===== config.mk =====
export PLATFORM = sky130hd
export DESIGN_NAME = ps2_key_tracker
export DESIGN_NICKNAME = d
export VERILOG_FILES = /design/src/rtl/ps2_pkg.sv /design/src/rtl/ps2_event_fifo.sv /design/src/rtl/ps2_key_tracker.sv
export SDC_FILE = /design/constraint.sdc
export NUM_CORES = 1
export LEC_CHECK = 0
export BUFFER_PORTS_ARGS = -buffer_cell sky130_fd_sc_hd__buf_4
export CORE_MARGIN = 5
export CORE_UTILIZATION = 68
export CTS_BUF_LIST = sky130_fd_sc_hd__clkbuf_2
export CTS_CLUSTER_DIAMETER = 30
export DETAILED_ROUTE_END_ITERATION = 10
export HOLD_SLACK_MARGIN = 0.03
export PLACE_DENSITY_LB_ADDON = 0.12
export REMOVE_ABC_BUFFERS = 1
export SETUP_SLACK_MARGIN = 0.15
export SYNTH_ARGS = -nofsm -noshare
export SYNTH_HDL_FRONTEND = slang
export SYNTH_SLANG_ARGS = --single-unit

===== constraint.sdc =====
create_clock -name clock -period 8.6 [get_ports clock]
set_input_delay 0.86 -clock clock [delete_from_list [all_inputs] [get_ports clock]]
set_output_delay 0.86 -clock clock [all_outputs]
set_load 0.03 [all_outputs]

===== src/rtl/ps2_pkg.sv =====
// Shared constants, FSM encoding and event layout for the PS/2 set-2 key tracker.
package ps2_pkg;

    localparam logic [7:0] SC_EXT   = 8'hE0;
    localparam logic [7:0] SC_BRK   = 8'hF0;
    localparam logic [7:0] SC_PAUSE = 8'hE1;

    // Bytes that follow the leading E1 of the Pause key sequence.
    localparam int unsigned PAUSE_SKIP = 7;

    localparam int unsigned EVT_W        = 10;
    localparam int unsigned EVT_BRK_BIT  = 9;
    localparam int unsigned EVT_EXT_BIT  = 8;
    localparam int unsigned EVT_CODE_LSB = 0;

    typedef enum logic [2:0] {
        ST_IDLE    = 3'd0,
        ST_EXT     = 3'd1,
        ST_BRK     = 3'd2,
        ST_EXT_BRK = 3'd3,
        ST_SKIP    = 3'd4
    } ps2_state_e;

    function automatic logic [EVT_W-1:0] pack_evt(input logic brk, input logic ext,
                                                 input logic [7:0] code);
        return {brk, ext, code};
    endfunction

endpackage


===== src/rtl/ps2_event_fifo.sv =====
// Generic synchronous FIFO with a register-array head; simultaneous push and pop
// succeed even when full, a push into a full FIFO without a pop is dropped.
module ps2_event_fifo #(
    parameter int unsigned WIDTH = 10,
    parameter int unsigned DEPTH = 8
) (
    input  logic                     clk_i,
    input  logic                     rst_i,
    input  logic                     push_i,
    input  logic [WIDTH-1:0]         data_i,
    input  logic                     pop_i,
    output logic [WIDTH-1:0]         data_o,
    output logic                     full_o,
    output logic                     empty_o,
    output logic [$clog2(DEPTH):0]   count_o
);

    localparam int unsigned AW = $clog2(DEPTH);
    localparam int unsigned CW = AW + 1;

    logic [WIDTH-1:0] mem_q [DEPTH];
    logic [AW-1:0]    wr_ptr_q;
    logic [AW-1:0]    rd_ptr_q;
    logic [CW-1:0]    count_q;
    logic             do_push;
    logic             do_pop;

    assign empty_o = (count_q == '0);
    assign full_o  = (count_q == CW'(DEPTH));
    assign do_pop  = pop_i && !empty_o;
    assign do_push = push_i && (!full_o || do_pop);

    always_ff @(posedge clk_i or posedge rst_i) begin
        if (rst_i) begin
            for (int i = 0; i < int'(DEPTH); i++) begin
                mem_q[i] <= '0;
            end
            wr_ptr_q <= '0;
            rd_ptr_q <= '0;
            count_q  <= '0;
        end else begin
            if (do_push) begin
                mem_q[wr_ptr_q] <= data_i;
                wr_ptr_q        <= wr_ptr_q + 1'b1;
            end
            if (do_pop) begin
                rd_ptr_q <= rd_ptr_q + 1'b1;
            end
            case ({do_push, do_pop})
                2'b10:   count_q <= count_q + 1'b1;
                2'b01:   count_q <= count_q - 1'b1;
                default: count_q <= count_q;
            endcase
        end
    end

    assign data_o  = mem_q[rd_ptr_q];
    assign count_o = count_q;

endmodule


===== src/rtl/ps2_key_tracker.sv =====
// PS/2 set-2 scancode decoder: prefix FSM, held-key bitmap for bound keys and
// a make/break event FIFO drained through a valid/ready handshake.
module ps2_key_tracker
    import ps2_pkg::*;
#(
    parameter int unsigned              NUM_KEYS       = 4,
    parameter logic [NUM_KEYS*8-1:0]    KEY_CODES      = {8'h75, 8'h72, 8'h6B, 8'h74},
    parameter logic [NUM_KEYS-1:0]      KEY_EXT        = {NUM_KEYS{1'b1}},
    parameter int unsigned              FIFO_DEPTH     = 8,
    parameter int unsigned              TIMEOUT_CYCLES = 500000,
    parameter bit                       FILTER_REPEAT  = 1'b1
) (
    input  logic                          clock,
    input  logic                          reset,
    input  logic                          byte_valid,
    input  logic [7:0]                    byte_data,
    output logic [NUM_KEYS-1:0]           key_held,
    output logic                          evt_valid,
    output logic [EVT_W-1:0]              evt_data,
    input  logic                          evt_ready,
    output logic [$clog2(FIFO_DEPTH):0]   evt_count,
    output logic                          overflow,
    input  logic                          ovf_clear
);

    localparam int unsigned     TMO_W    = (TIMEOUT_CYCLES > 1) ? $clog2(TIMEOUT_CYCLES) : 1;
    localparam logic [TMO_W-1:0] TMO_LAST = TMO_W'(TIMEOUT_CYCLES - 1);

    ps2_state_e          state_q, state_d;
    logic [2:0]          skip_q, skip_d;
    logic [TMO_W-1:0]    tmo_q, tmo_d;
    logic [NUM_KEYS-1:0] held_q, held_d;
    logic                ovf_q, ovf_d;

    logic                emit;
    logic                emit_brk;
    logic                emit_ext;
    logic [NUM_KEYS-1:0] match;
    logic                filtered;
    logic                push;
    logic                fifo_full;
    logic                fifo_empty;

    // Prefix FSM; the idle counter only runs while a sequence is partially received.
    always_comb begin
        state_d  = state_q;
        skip_d   = skip_q;
        tmo_d    = tmo_q;
        emit     = 1'b0;
        emit_brk = 1'b0;
        emit_ext = 1'b0;
        if (byte_valid) begin
            tmo_d = '0;
            case (state_q)
                ST_IDLE: begin
                    if (byte_data == SC_EXT) begin
                        state_d = ST_EXT;
                    end else if (byte_data == SC_BRK) begin
                        state_d = ST_BRK;
                    end else if (byte_data == SC_PAUSE) begin
                        state_d = ST_SKIP;
                        skip_d  = 3'(PAUSE_SKIP);
                    end else begin
                        emit = 1'b1;
                    end
                end
                ST_EXT: begin
                    if (byte_data == SC_BRK) begin
                        state_d = ST_EXT_BRK;
                    end else if (byte_data != SC_EXT) begin
                        emit     = 1'b1;
                        emit_ext = 1'b1;
                        state_d  = ST_IDLE;
                    end
                end
                ST_BRK: begin
                    emit     = 1'b1;
                    emit_brk = 1'b1;
                    state_d  = ST_IDLE;
                end
                ST_EXT_BRK: begin
                    emit     = 1'b1;
                    emit_brk = 1'b1;
                    emit_ext = 1'b1;
                    state_d  = ST_IDLE;
                end
                ST_SKIP: begin
                    skip_d = skip_q - 1'b1;
                    if (skip_q <= 3'd1) begin
                        state_d = ST_IDLE;
                    end
                end
                default: state_d = ST_IDLE;
            endcase
        end else if (state_q != ST_IDLE) begin
            if (tmo_q == TMO_LAST) begin
                state_d = ST_IDLE;
                tmo_d   = '0;
            end else begin
                tmo_d = tmo_q + 1'b1;
            end
        end
    end

    // A bound key matches only with the prefix state its KEY_EXT bit names.
    for (genvar i = 0; i < int'(NUM_KEYS); i++) begin : g_match
        assign match[i] = (byte_data == KEY_CODES[8*i +: 8]) && (emit_ext == KEY_EXT[i]);
    end

    always_comb begin
        held_d = held_q;
        if (emit) begin
            for (int i = 0; i < int'(NUM_KEYS); i++) begin
                if (match[i]) begin
                    held_d[i] = !emit_brk;
                end
            end
        end
    end

    assign filtered = FILTER_REPEAT && !emit_brk && ((match & held_q) != '0);
    assign push     = emit && !filtered;

    always_comb begin
        ovf_d = ovf_q;
        if (push && fifo_full && !evt_ready) begin
            ovf_d = 1'b1;
        end else if (ovf_clear) begin
            ovf_d = 1'b0;
        end
    end

    always_ff @(posedge clock or posedge reset) begin
        if (reset) begin
            state_q <= ST_IDLE;
            skip_q  <= '0;
            tmo_q   <= '0;
            held_q  <= '0;
            ovf_q   <= 1'b0;
        end else begin
            state_q <= state_d;
            skip_q  <= skip_d;
            tmo_q   <= tmo_d;
            held_q  <= held_d;
            ovf_q   <= ovf_d;
        end
    end

    ps2_event_fifo #(
        .WIDTH (EVT_W),
        .DEPTH (FIFO_DEPTH)
    ) u_fifo (
        .clk_i   (clock),
        .rst_i   (reset),
        .push_i  (push),
        .data_i  (pack_evt(emit_brk, emit_ext, byte_data)),
        .pop_i   (evt_ready),
        .data_o  (evt_data),
        .full_o  (fifo_full),
        .empty_o (fifo_empty),
        .count_o (evt_count)
    );

    assign key_held  = held_q;
    assign evt_valid = !fifo_empty;
    assign overflow  = ovf_q;

endmodule


Word-level counts from Yosys, hierarchy flattened
Cells that the tools add are included.
Storage, ports and cells
  logic and storage cells: 124
  bits of input ports: 13
  bits in registers: 120
Cells by class
  bitwise gates (word level): 3
  add/subtract/negate cells: 6
  eq/ne operators: 22
  order comparisons: 4
  mux-type cells: 37
  reductions and logical operators: 33
Operators with widths (number)
  $bwmux W80: 1
  $mux W19: 3
  $mux W3: 12
  $eq A8 B7 Y1 const B: 4
  $bmux W10 S3: 1
  $demux W10 S3: 1
  $mux W10: 3
  $eq A8 B8 Y1 const B: 3
  $add A19 B1 Y19 const B: 1
  $eq A19 B19 Y1 const B: 1
  $logic_and A1 B1 Y1: 11
  $mux W1: 11
  $reduce_and A5 Y1: 2
  $reduce_bool A2 Y1: 5
  $pmux W3 S3: 1
  $ge A4 B4 Y1 const B: 2
  $ne A8 B8 Y1 const B: 1
  $not A3 Y4: 2
  $pmux W4 S2: 1
  $reduce_and A2 Y1: 4
  $add A3 B1 Y3 const B: 2
  $eq A3 B2 Y1 const B: 2
  $ne A2 B2 Y1 const B: 3
  $pmux W3 S2: 1
  other kinds (23): 27

Longest topological paths before layout
Gate-level depths: netlist (run 1).
  depth in word-level cells: 14
  mapped depth: 14

Modules after synthesis
A second synthesis (run 1) with hierarchy kept.
Unflattened totals
  cell total of the unflattened synthesis: 466
  area total of the unflattened synthesis: 6127.1 sq um
By module, submodules not included
  ps2_event_fifo: sequential area each 2252.2 sq um, area each 4315.4 sq um, times used 1, cells each 268
  ps2_key_tracker: sequential area each 750.7 sq um, area each 1811.7 sq um, times used 1, cells each 198

Worst setup path after synthesis (run 1)
No wires, ideal clock.
  path type: input to register
  start: input port byte_data[5]
  end: register u_fifo.count_q[2] (netlist: u_fifo.count_o[2])
  path slack: 5170 ps
  library setup time: 140 ps
  data arrival time: 3290 ps
  cell stages on the path: 14
  data required time: 8460 ps
  cell sequence: buf_2 > and3b_1 > and3_1 > a221o_1 > buf_6 > nor3_1 > inv_1 > ha_1 > xor2_1 > ha_1 > a21oi_1 > xor2_1 > nor2_1 > xor2_1
Between the ends
  longest elaborated chain between the ends: 14
RTL lines
  start, declared: RTL line ps2_key_tracker.sv:16  | input logic [7:0] byte_data,
  $ne A8 B8 Y1: RTL line ps2_key_tracker.sv:70  | end else if (byte_data != SC_EXT) begin
  $mux W1: RTL line ps2_key_tracker.sv:70
  $mux W1: RTL line ps2_key_tracker.sv:68  | if (byte_data == SC_BRK) begin
  $pmux W1 S2: RTL line ps2_key_tracker.sv:54  | case (state_q)
  $mux W1: RTL line ps2_key_tracker.sv:52  | if (byte_valid) begin
  $logic_and A1 B1 Y1: RTL line ps2_key_tracker.sv:107  | assign match[i] = (byte_data == KEY_CODES[8*i +: 8]) && (emit_ext == KEY_EXT[i]);
  $and A4 B4 Y4: RTL line ps2_key_tracker.sv:121  | assign filtered = FILTER_REPEAT && !emit_brk && ((match & held_q) != '0);
  $reduce_bool A4 Y1: RTL line ps2_key_tracker.sv:121
  $logic_and A1 B1 Y1: RTL line ps2_key_tracker.sv:121
  $logic_not A1 Y1: RTL line ps2_key_tracker.sv:122  | assign push = emit && !filtered;
  $logic_and A1 B1 Y1 (*): RTL line ps2_key_tracker.sv:122
  $logic_and A1 B1 Y1 (*): RTL line ps2_event_fifo.sv:31  | assign do_push = push_i && (!full_o || do_pop);
  $eq A2 B1 Y1 or $eq A2 B2 Y1 (tied branches): RTL line ps2_event_fifo.sv:49  | case ({do_push, do_pop})
  $pmux W4 S2 or $reduce_bool A2 Y1 (tied branches)
  end signal, assigned: RTL line ps2_event_fifo.sv:50  | 2'b10: count_q <= count_q + 1'b1;
  end signal, assigned: RTL line ps2_event_fifo.sv:51  | 2'b01: count_q <= count_q - 1'b1;
  end signal, assigned: RTL line ps2_event_fifo.sv:52  | default: count_q <= count_q;
  end, declared: RTL line ps2_event_fifo.sv:24  | logic [CW-1:0] count_q;
Mark *: on every way between the ends. The rest lies on a longest branch, timed or not.
A chain may end at the register's enable or synchronous reset.

Worst setup path after layout (run 1)
  start: register u_fifo.rd_ptr_q[1]
  end: output port evt_data[7]
Between the ends
  longest elaborated chain between the ends: 4
RTL lines
  start, declared: RTL line ps2_event_fifo.sv:23  | logic [AW-1:0] rd_ptr_q;
  start signal, assigned: RTL line ps2_event_fifo.sv:47  | rd_ptr_q <= rd_ptr_q + 1'b1;
  $not A3 Y4 (not written as such): RTL line ps2_event_fifo.sv:57  | assign data_o = mem_q[rd_ptr_q];
  $bmux W10 S3: RTL line ps2_event_fifo.sv:57
  $mux W10 (not written as such) (2 in series): RTL line ps2_event_fifo.sv:57
  end, declared: RTL line ps2_key_tracker.sv:19  | output logic [EVT_W-1:0] evt_data,
Every way passes these cells. The select of a mux whose other input is x is not followed.

==> results of run 1 <==
## worst register-to-register path, stage by stage (launching register included)
cell,delay [ps]
dfrtp_1,570
nand4bb_1,290
a2111oi_0,430
a221o_1,540
nor3_1,190
inv_1,160
ha_1,250
xor2_1,90
ha_1,190
a21oi_1,150
xor2_1,170
nor2_1,70
xor2_1,140
## layout make-up
type                       instances  area (um2)  share of cell area
clock inverter                    15         151              0.0230
timing repair buffer              35         263              0.0398
clock buffer                      17        85.1              0.0129
multi-input combinational        308        2920               0.442
tap                              108         135              0.0205
sequential                       120        3000               0.455
inverter                          11        43.8             0.00664
## worst min-delay path by stage
stage / slack [ps] / startpoint / end / cells past startpoint
after floorplan: 460 / skip_q[2] / skip_q[2] / 1
after global placement: 470 / skip_q[2] / skip_q[2] / 1
after detailed placement: 490 / u_fifo.mem_q[58] / u_fifo.mem_q[58] / 1
after CTS: 260 / reset / u_fifo.mem_q[5] / 2
after global routing: 260 / reset / u_fifo.mem_q[26] / 2
final: 290 / reset / u_fifo.mem_q[26] / 2
## report_power, final
group / switching (mW) / internal, mW
clock network: 0.222 / 0.134
registers: 0.166 / 0.751
logic: 0.377 / 0.477
## registers in the layout, summed over array words and instances (netlist names)
register,flops
key_held,4
overflow,1
skip_q,3
state_q,3
tmo_q,19
u_fifo.count_o,4
u_fifo.mem_q,80
u_fifo.rd_ptr_q,3
u_fifo.wr_ptr_q,3
## per-layer routing
layer  GRT usage  share of wire
met1       0.342           0.46
met2       0.359           0.49
met3      0.0598          0.043
met4      0.0539         0.0076
met5           0              0
## synth_stat cells, types with 3 or more instances
cell type	n	share of area
a211oi_1	3	0.0037
a21oi_1	5	0.0041
a41oi_1	3	0.0043
and2_1	4	0.0041
and4_1	3	0.0043
buf_2	6	0.0049
buf_6	3	0.0055
clkbuf_1	16	0.0098
dfrtp_1	120	0.49
ha_1	8	0.016
inv_1	10	0.0062
mux2_2	76	0.14
mux2_4	20	0.049
mux2i_1	3	0.0049
mux4_2	20	0.074
nand2_1	24	0.015
nand2b_1	4	0.0041
nand3_1	14	0.011
nand4_1	8	0.0082
nand4bb_1	4	0.0074
nor2_1	26	0.016
nor2b_1	4	0.0041
nor3_1	6	0.0049
nor4_1	4	0.0041
nor4_4	3	0.010
nor4b_1	3	0.0043
o21ai_0	9	0.0074
or3_1	3	0.0031
or4_1	4	0.0049
xnor2_1	9	0.013
xor2_1	12	0.017
## cells by family (layout without fill, tap and decap cells)
family	count (synthesis)	in the layout	share of synthesized area
simple gates	128	128	0.127
flops	120	120	0.492
mux	119	119	0.268
buf+inv	39	78	0.0295
compound gates	32	32	0.0365
xor+xnor	21	21	0.0302
fa+ha+maj	8	8	0.0164
## per-stage QoR
step / setup slack (ps) / hold slack [ps]
6_report: 5110 / 291
5_1_grt: 4970 / 257
4_1_cts: 5100 / 263
3_5_place_dp: 4730 / 488
3_3_place_gp: 4850 / 475
2_1_floorplan: 4550 / 458
==> results.cfg, run 1 <==
[worst_setup_path]
critPathSlowestCell = dfrtp_1
endpoint_kind = output pin
crit_chain = mux4_2, mux2_2, buf_4
start_kind = flip-flop
cp.required_ps = 7740
timing.rr.end = u_fifo.count_o[2]
ff2ff_path_depth = 12
cp-startpoint = u_fifo.rd_ptr_q[1]
endpoint = evt_data[7]
rrSetupSlack_ps = 5310
critical-path-top-delay-family = flip-flops
critPathMaxStageDelay_ps = 1110
worst-setup-path-type = reg -> out
cp_max_fo = 22
cp.arrival_ps = 2630
cp.depth = 3
path_buf_inv = 1
r2r-start = state_q[1]

[worst_hold_path]
hp-class = in -> async

[pwr]
power.density_nw_per_um2 = 323
p_total_mw = 2.13
p_leak_nw = 2.93
max-vdd-ir-drop_v = 0.000265

[cts]
post_cts_buffers = 0
cts_num_sinks = 120
cts_resized = 0
path_clk_slew_ps = 190
cts-root-buf = clkbuf_2
htreeDepth = 4
postCtsHoldBufs = 0
cts_made_buffers = 17
cts_tree = built
clockBufferDepth = 2
clock_latency_ps = 630

[timing]
post-route-period-util = 0.406
slew_viol_final = 0
fin_crit_ps = 3490
tightest_slew_ps = 1200
clock.fmax_mhz = 287
rsz0062_at_grt = false
finClkSkew_ps = 34.4
timing.setup.tns_ps = 0
hold_viol_final = 0
setup_viol = 0
relSlewSlack = 0.195

[logic_synthesis]
yosysUniqueCellTypes = 55
ys_seq_area_frac = 0.492
synth_cells = 467
synth_ff_type = dfrtp_1
ys_seq_elements = 120
async_flop_share = 1.00
yosys_warnings = 0
syn_area_um2 = 6100
synth-edff-count = 0
synth.avg_cell_area_um2 = 13.1

[routing]
totalWireLength_um = 12000
first_pass_iters = 4
viasPerCell = 6.27
drtIter0Drc = 302
vias = 3850
wl_per_cell_um = 19.5
drc = 0
ant_nets = 0

[cells_and_area]
fin_area_um2 = 6600
fill_cells = 557
final_common_cell = dfrtp_1
final_cell_mix = dfrtp_1 (120), mux2_2 (76), buf_4 (35)
fin_util = 0.756
area_delta_synth_final_pct = 8.17
n_antenna_cell = 0
layout-drive-gt1-share = 0.374
fin_nets = 514
stdcell_count = 614

[floorplan]
fp-row-count = 34
die_x_um = 105
initial_utilization = 0.699
core_area_um2 = 8720
die_h_um = 105
die-area_um2 = 11000
io_pins = 33

[status]
status = finished, final reports clean

[place]
placedInstanceArea_um2 = 6360
dp_hpwl_um = 7640
dp_cells = 582
port_buffers = 32
gp_congestion = 0.902

[global_route]
antenna_found_initial = 0
overflow = 0
track_usage = 0.234
grt_pass1_wl_um = 20500
grt_max_degree = 70
first_global_vias = 3922

[job]
drv_cap = 0
No activity file was read; power rests on OpenSTA's default activity.
==> inputs of run 2 (changes only) <==
Settings changed: CORE_UTILIZATION 68 to 57.
Clock period 8.6 ns to 3.1 ns, I/O delays scaled along.
==> run 2 against run 1 <==
Effect of this change:
- the flow now finishes with violations (DRC)
- combinational power grew to 3.0 times the previous value
- sequential power grew to 2.7 times the previous value
- die area is 17% higher
- critical path type is now reg -> reg
==> results.cfg, run 2 (synthesized netlist as in run 1, its figures left out) <==
[cells_and_area]
largest_register_ffs = 80
final_cell_mix = dfrtp_1 (119), mux2_2 (76), buf_4 (47)
fin_util = 0.662
stdcell_count = 668
largest_register = u_fifo.mem_q
fin_nets = 541
layout-drive-gt1-share = 0.383
area_delta_synth_final_pct = 12.6
final_common_cell = dfrtp_1
reg_top3 = u_fifo.mem_q (80), tmo_q (19)
n_antenna_cell = 0
fin_area_um2 = 6870

[pwr]
p_total_mw = 5.95
p_int_mw = 3.82
p_comb_frac = 0.426
p_leak_nw = 3.06
pwr-share-clk = 0.160
seqPwrFrac = 0.414
power_switching_mw = 2.14
power.density_nw_per_um2 = 867
swShare = 0.359
max-vdd-ir-drop_v = 0.000742

[global_route]
grt_max_degree = 85
first_global_vias = 4012
antenna_found_initial = 0
track_usage = 0.211
overflow = 0
grt_pass1_wl_um = 20900

[floorplan]
core_area_um2 = 10400
initial_utilization = 0.588
fp-row-count = 37
die_h_um = 113
io_pins = 33
die-area_um2 = 12900
die_x_um = 113

[cts]
cts_num_sinks = 120
path_clk_slew_ps = 210
clock_latency_ps = 720
htreeDepth = 4
post_cts_buffers = 0
cts_tree = built
cts_made_buffers = 17
clockBufferDepth = 2
cts-root-buf = clkbuf_2

[job]
drv_cap = 0

[worst_setup_path]
critPathSlowestCell = dfrtp_2
critPathMostFrequentCell = xor2_1
critPathMaxStageDelay_ps = 510
crit_chain = nand4bb_1, nor2_1, a221o_1, nor3_1, inv_1, ha_1, xor2_1, ha_1, a21oi_1, xor2_1, nor2_1, xor2_1
cp_max_fo = 9
cp.arrival_ps = 3310
endpoint_kind = flip-flop
worst-setup-path-type = reg -> reg
start_kind = flip-flop
ff2ff_path_depth = 12
cp.required_ps = 3690
cp.depth = 12
critical-path-top-delay-family = simple AND/OR/NAND/NOR gates
path_buf_inv = 1

[routing]
totalWireLength_um = 12600
ant_nets = 0
drtIter0Drc = 237
first_pass_iters = 10
drc = 1
wl_per_cell_um = 18.8
vias = 3905
viasPerCell = 5.85

[timing]
tightest_slew_ps = 1010
finClkSkew_ps = 38.2
fin_crit_ps = 2720
slew_viol_final = 0
relSlewSlack = 0.321
setup_viol = 0
post-route-period-util = 0.879
clock.fmax_mhz = 367
rsz0062_at_grt = false
hold_viol_final = 0

[status]
violations = DRC
status = finished with violations

[place]
dp_hpwl_um = 8070
dp_cells = 624
port_buffers = 32
gp_congestion = 0.798
placedInstanceArea_um2 = 6510

[worst_hold_path]
hp-class = in -> async
-- run 2: layout make-up --
type	count	area [um2]
repair buffers	62	514
fillers	793	3500
flip-flops and latches	120	3000
well taps	136	170
clock buffers	17	85.1
inverters	11	43.8
multi-input cells	308	2920
clock inverters	14	135
-- run 2: power groups by stage --
stage / sequential (mW) / clock [mW] / combinational (mW)
floorplan: 2.53 / 0 / 1.76
global placement: 2.46 / 0 / 2.48
detailed placement: 2.49 / 0 / 2.54
CTS: 2.46 / 0.973 / 2.57
global route: 2.53 / 1.05 / 2.73
finish: 2.46 / 0.951 / 2.54
-- run 2: through the flow --
stage	hold WS [ps]	TNS (ps)	setup WS [ps]
after global routing	111	0	191
final	141	0	377
after global placement	364	0	240
after detailed placement	372	0	242
after floorplan	373	-47500	-396
after CTS	108	0	188
-- run 2: final timing paths --
path	start	to	slack, ps
max	state_q[0]	u_fifo.count_o[2]	380
min	reset	u_fifo.mem_q[42]	140
max reg2reg	state_q[0]	u_fifo.count_o[2]	380
min reg2reg	skip_q[2]	skip_q[2]	520
max in group asynchronous	reset	state_q[0]	2130
min in group clock	byte_valid	tmo_q[2]	400
-- run 2: per-layer routing --
layer | GRT usage | share of wire
met5 | 0 | 0
met3 | 0.0684 | 0.044
met2 | 0.318 | 0.47
met1 | 0.293 | 0.47
met4 | 0.0681 | 0.0084
-- run 2: what timing repair did --
item,in CTS,in global routing
resized for setup,0,2
hold buffers,13,0
endpoints found under the setup margin,0,12
hold endpoints to repair,116,0
-- run 2: worst reg2reg max path, delay by kind of cell (launching register included) --
family	cells	cell delay, ps
compound gates	2	490
xor+xnor	3	480
fa+ha+maj	2	450
buf+inv	1	110
flops	1	510
simple gates	4	600
==> inputs of run 3 (changes only) <==
Settings changed: SYNTH_HIERARCHICAL from default to 1.
==> run 3 against run 2 <==
Effect of this change:
- the run now ends clean
- final area increased by 2.5%
- hold slack improved by 13 ps
- sequential power decreased by 2%
- global-route usage increased by 0.79 points
- total power increased by 0.41%
- sequential share of layout area decreased by 1.1 points
- die area increased by 0.43%
- setup slack got worse by 150 ps
- synthesized area increased by 0.47%
- count of clock-buffer cells in the layout increased by 1
- cell count increased by 1.2%
- clock power increased by 17%
- highest routed layer unchanged
==> results.cfg, run 3 <==
[status]
status = finished, final reports clean

[floorplan]
core_area_um2 = 10400
io_pins = 33
die-area_um2 = 12900
initial_utilization = 0.588
die_x_um = 114
fp-row-count = 37
die_h_um = 114

[pwr]
seqPwrFrac = 0.405
power.density_nw_per_um2 = 849
p_leak_nw = 3.00
p_comb_frac = 0.410
pwr-share-clk = 0.185
p_int_mw = 3.89
power_switching_mw = 2.08
swShare = 0.349
max-vdd-ir-drop_v = 0.000750
p_total_mw = 5.98

[global_route]
grt_pass1_wl_um = 22100
track_usage = 0.219
antenna_found_initial = 0
overflow = 0
grt_max_degree = 52
first_global_vias = 4334

[logic_synthesis]
yosys_warnings = 6
synth-edff-count = 0
synth_top_cells_by_count = dfrtp_1 (120), mux2_2 (92), mux4_2 (20), a21oi_1 (18), nand2_1 (18)
async_flop_share = 1.00
ys_seq_area_frac = 0.490
synth_most_common_cell = dfrtp_1
syn_area_um2 = 6130
synthAdderAreaFrac = 0.0196
synth_top_family_by_area = multiplexers
synthMuxAreaShare = 0.249
yosysUniqueCellTypes = 60
synth_top_area_share = 0.490
synth_ff_type = dfrtp_1
ys_seq_elements = 120
synth_compound_area_frac = 0.0943
synth_cells = 466
synth-simple-area-share = 0.105
yosys-top-cells-area = dfrtp_1 (49%), mux2_2 (17%), mux4_2 (7.4%)
synthXorXnorAreaFrac = 0.0172
synth_top_area_cell = dfrtp_1
synth.avg_cell_area_um2 = 13.1

[cells_and_area]
layout-drive-gt1-share = 0.400
final_cell_mix = dfrtp_1 (120), mux2_2 (92), buf_4 (49)
fin_area_um2 = 7040
largest_register = u_fifo/mem_q
reg_top3 = u_fifo/mem_q (80), tmo_q (19)
fin_nets = 550
fill_cells = 781
area_delta_synth_final_pct = 14.8
n_antenna_cell = 0
largest_register_ffs = 80
final_common_cell = dfrtp_1
stdcell_count = 676

[worst_setup_path]
worst-setup-path-type = reg -> reg
cp_max_fo = 2
cp.required_ps = 3640
start_kind = flip-flop
rrSetupSlack_ps = 220
cp.arrival_ps = 3420
endpoint_kind = flip-flop

[timing]
fin_crit_ps = 2880
hold_viol_final = 0
clock.fmax_mhz = 348
setup_ws_ps = 224
setup_viol = 0
rsz0062_at_grt = true
timing.setup.tns_ps = 0
finClkSkew_ps = 22.9
slew_viol_final = 0
post-route-period-util = 0.928
tightest_slew_ps = 912
relSlewSlack = 0.392

[place]
gp_congestion = 0.833
port_buffers = 32
dp_hpwl_um = 8410
pre_cts_slack_ps = -100
dp_cells = 633
placedInstanceArea_um2 = 6600

[worst_hold_path]
hp-class = in -> reg

[routing]
drc = 0
wl_per_cell_um = 19.1
drtIter0Drc = 240
vias = 4118
viasPerCell = 6.09
totalWireLength_um = 12900
ant_nets = 0
first_pass_iters = 4

[job]
drv_cap = 0

[cts]
htreeDepth = 4
path_clk_slew_ps = 160
clockBufferDepth = 2
cts_made_buffers = 17
cts_num_sinks = 120
cts-root-buf = clkbuf_2
cts_tree = built
clock_latency_ps = 660
[run 3: cell types whose count changed in the layout (fill, tap and decap cells not counted), sizes merged, moves of 4 or more]
cell,before,now
nor2,26,11
a21oi,5,18
xor2,12,4
o211ai,1,8
inv,10,16
nand2,24,18
nor3,7,2
o31ai,1,6
mux2,96,92
nand4bb,4,0
nor4,8,4
o2111ai,0,4
or4b,0,4
[run 3: per-layer routing]
metal,up-vias,GRT usage,wire length [um]
li1,1905,-,-
met1,2119,0.291,5700
met2,79,0.353,6480
met3,15,0.0515,579
met4,0,0.0825,170
met5,-,0,0
[run 3: through the flow]
stage               hold WS, ps   util
finish                      155  0.676
global route               95.5  0.676
CTS                        71.3  0.672
detailed placement          434  0.634
global placement            429  0.634
floorplan                   373      -
[run 3: cell families after synthesis]
group                    count (synthesis)
adder cells (fa/ha/maj)                  9
XOR/XNOR                                12
flip-flops                             120
AO/OA/AOI/OAI                           68
AND/OR/NAND/NOR                        105
buffers and inverters                   36
multiplexers                           116
[run 3: critical path, stage by stage, from the launching register on]
cell	delay, ps
dfrtp_1	430
nor4bb_4	300
nand4_1	210
o311ai_4	370
nor2_2	80
o21ai_2	70
ha_2	190
ha_1	230
or4b_2	640
o311ai_1	110
o211ai_1	130
[run 3: power groups by stage]
stage	registers [mW]	logic [mW]	clock network, mW
after floorplan	2.48	1.70	0
after global placement	2.41	2.38	0
after detailed placement	2.45	2.45	0
after CTS	2.42	2.47	1.14
after global routing	2.50	2.65	1.21
final	2.42	2.45	1.11
[run 3: repair_timing]
action | in CTS | in global routing
buffers inserted | 0 | 1
endpoints found under the hold margin | 161 | 0
pin swaps | 0 | 6
hold buffers | 11 | 0
resized for setup | 4 | 7
setup endpoints to repair | 15 | 11
[run 3: path summary, 6_finish.rpt]
| check | startpoint | depth (start not counted) | endpoint |
|---|---|---|---|
| min in group asynchronous | reset | 4 | skip_q[1] |
| max | state_q[2] | 10 | u_fifo/count_o[3] |
| max in group asynchronous | reset | 4 | u_fifo/mem_q[38] |
| max reg2reg | state_q[2] | 10 | u_fifo/count_o[3] |
| min | evt_ready | 4 | u_fifo/rd_ptr_q[0] |
| min reg2reg | u_fifo/rd_ptr_q[0] | 1 | u_fifo/rd_ptr_q[0] |
[run 3: layout make-up]
type	instances	area [um2]	share of cell area
multi-input combinational	310	3020	0.429
sequential	120	3000	0.427
timing repair buffer	62	509	0.0724
clock inverter	13	180	0.0256
tap	136	170	0.0242
clock buffer	18	90.1	0.0128
inverter	17	65.1	0.00925
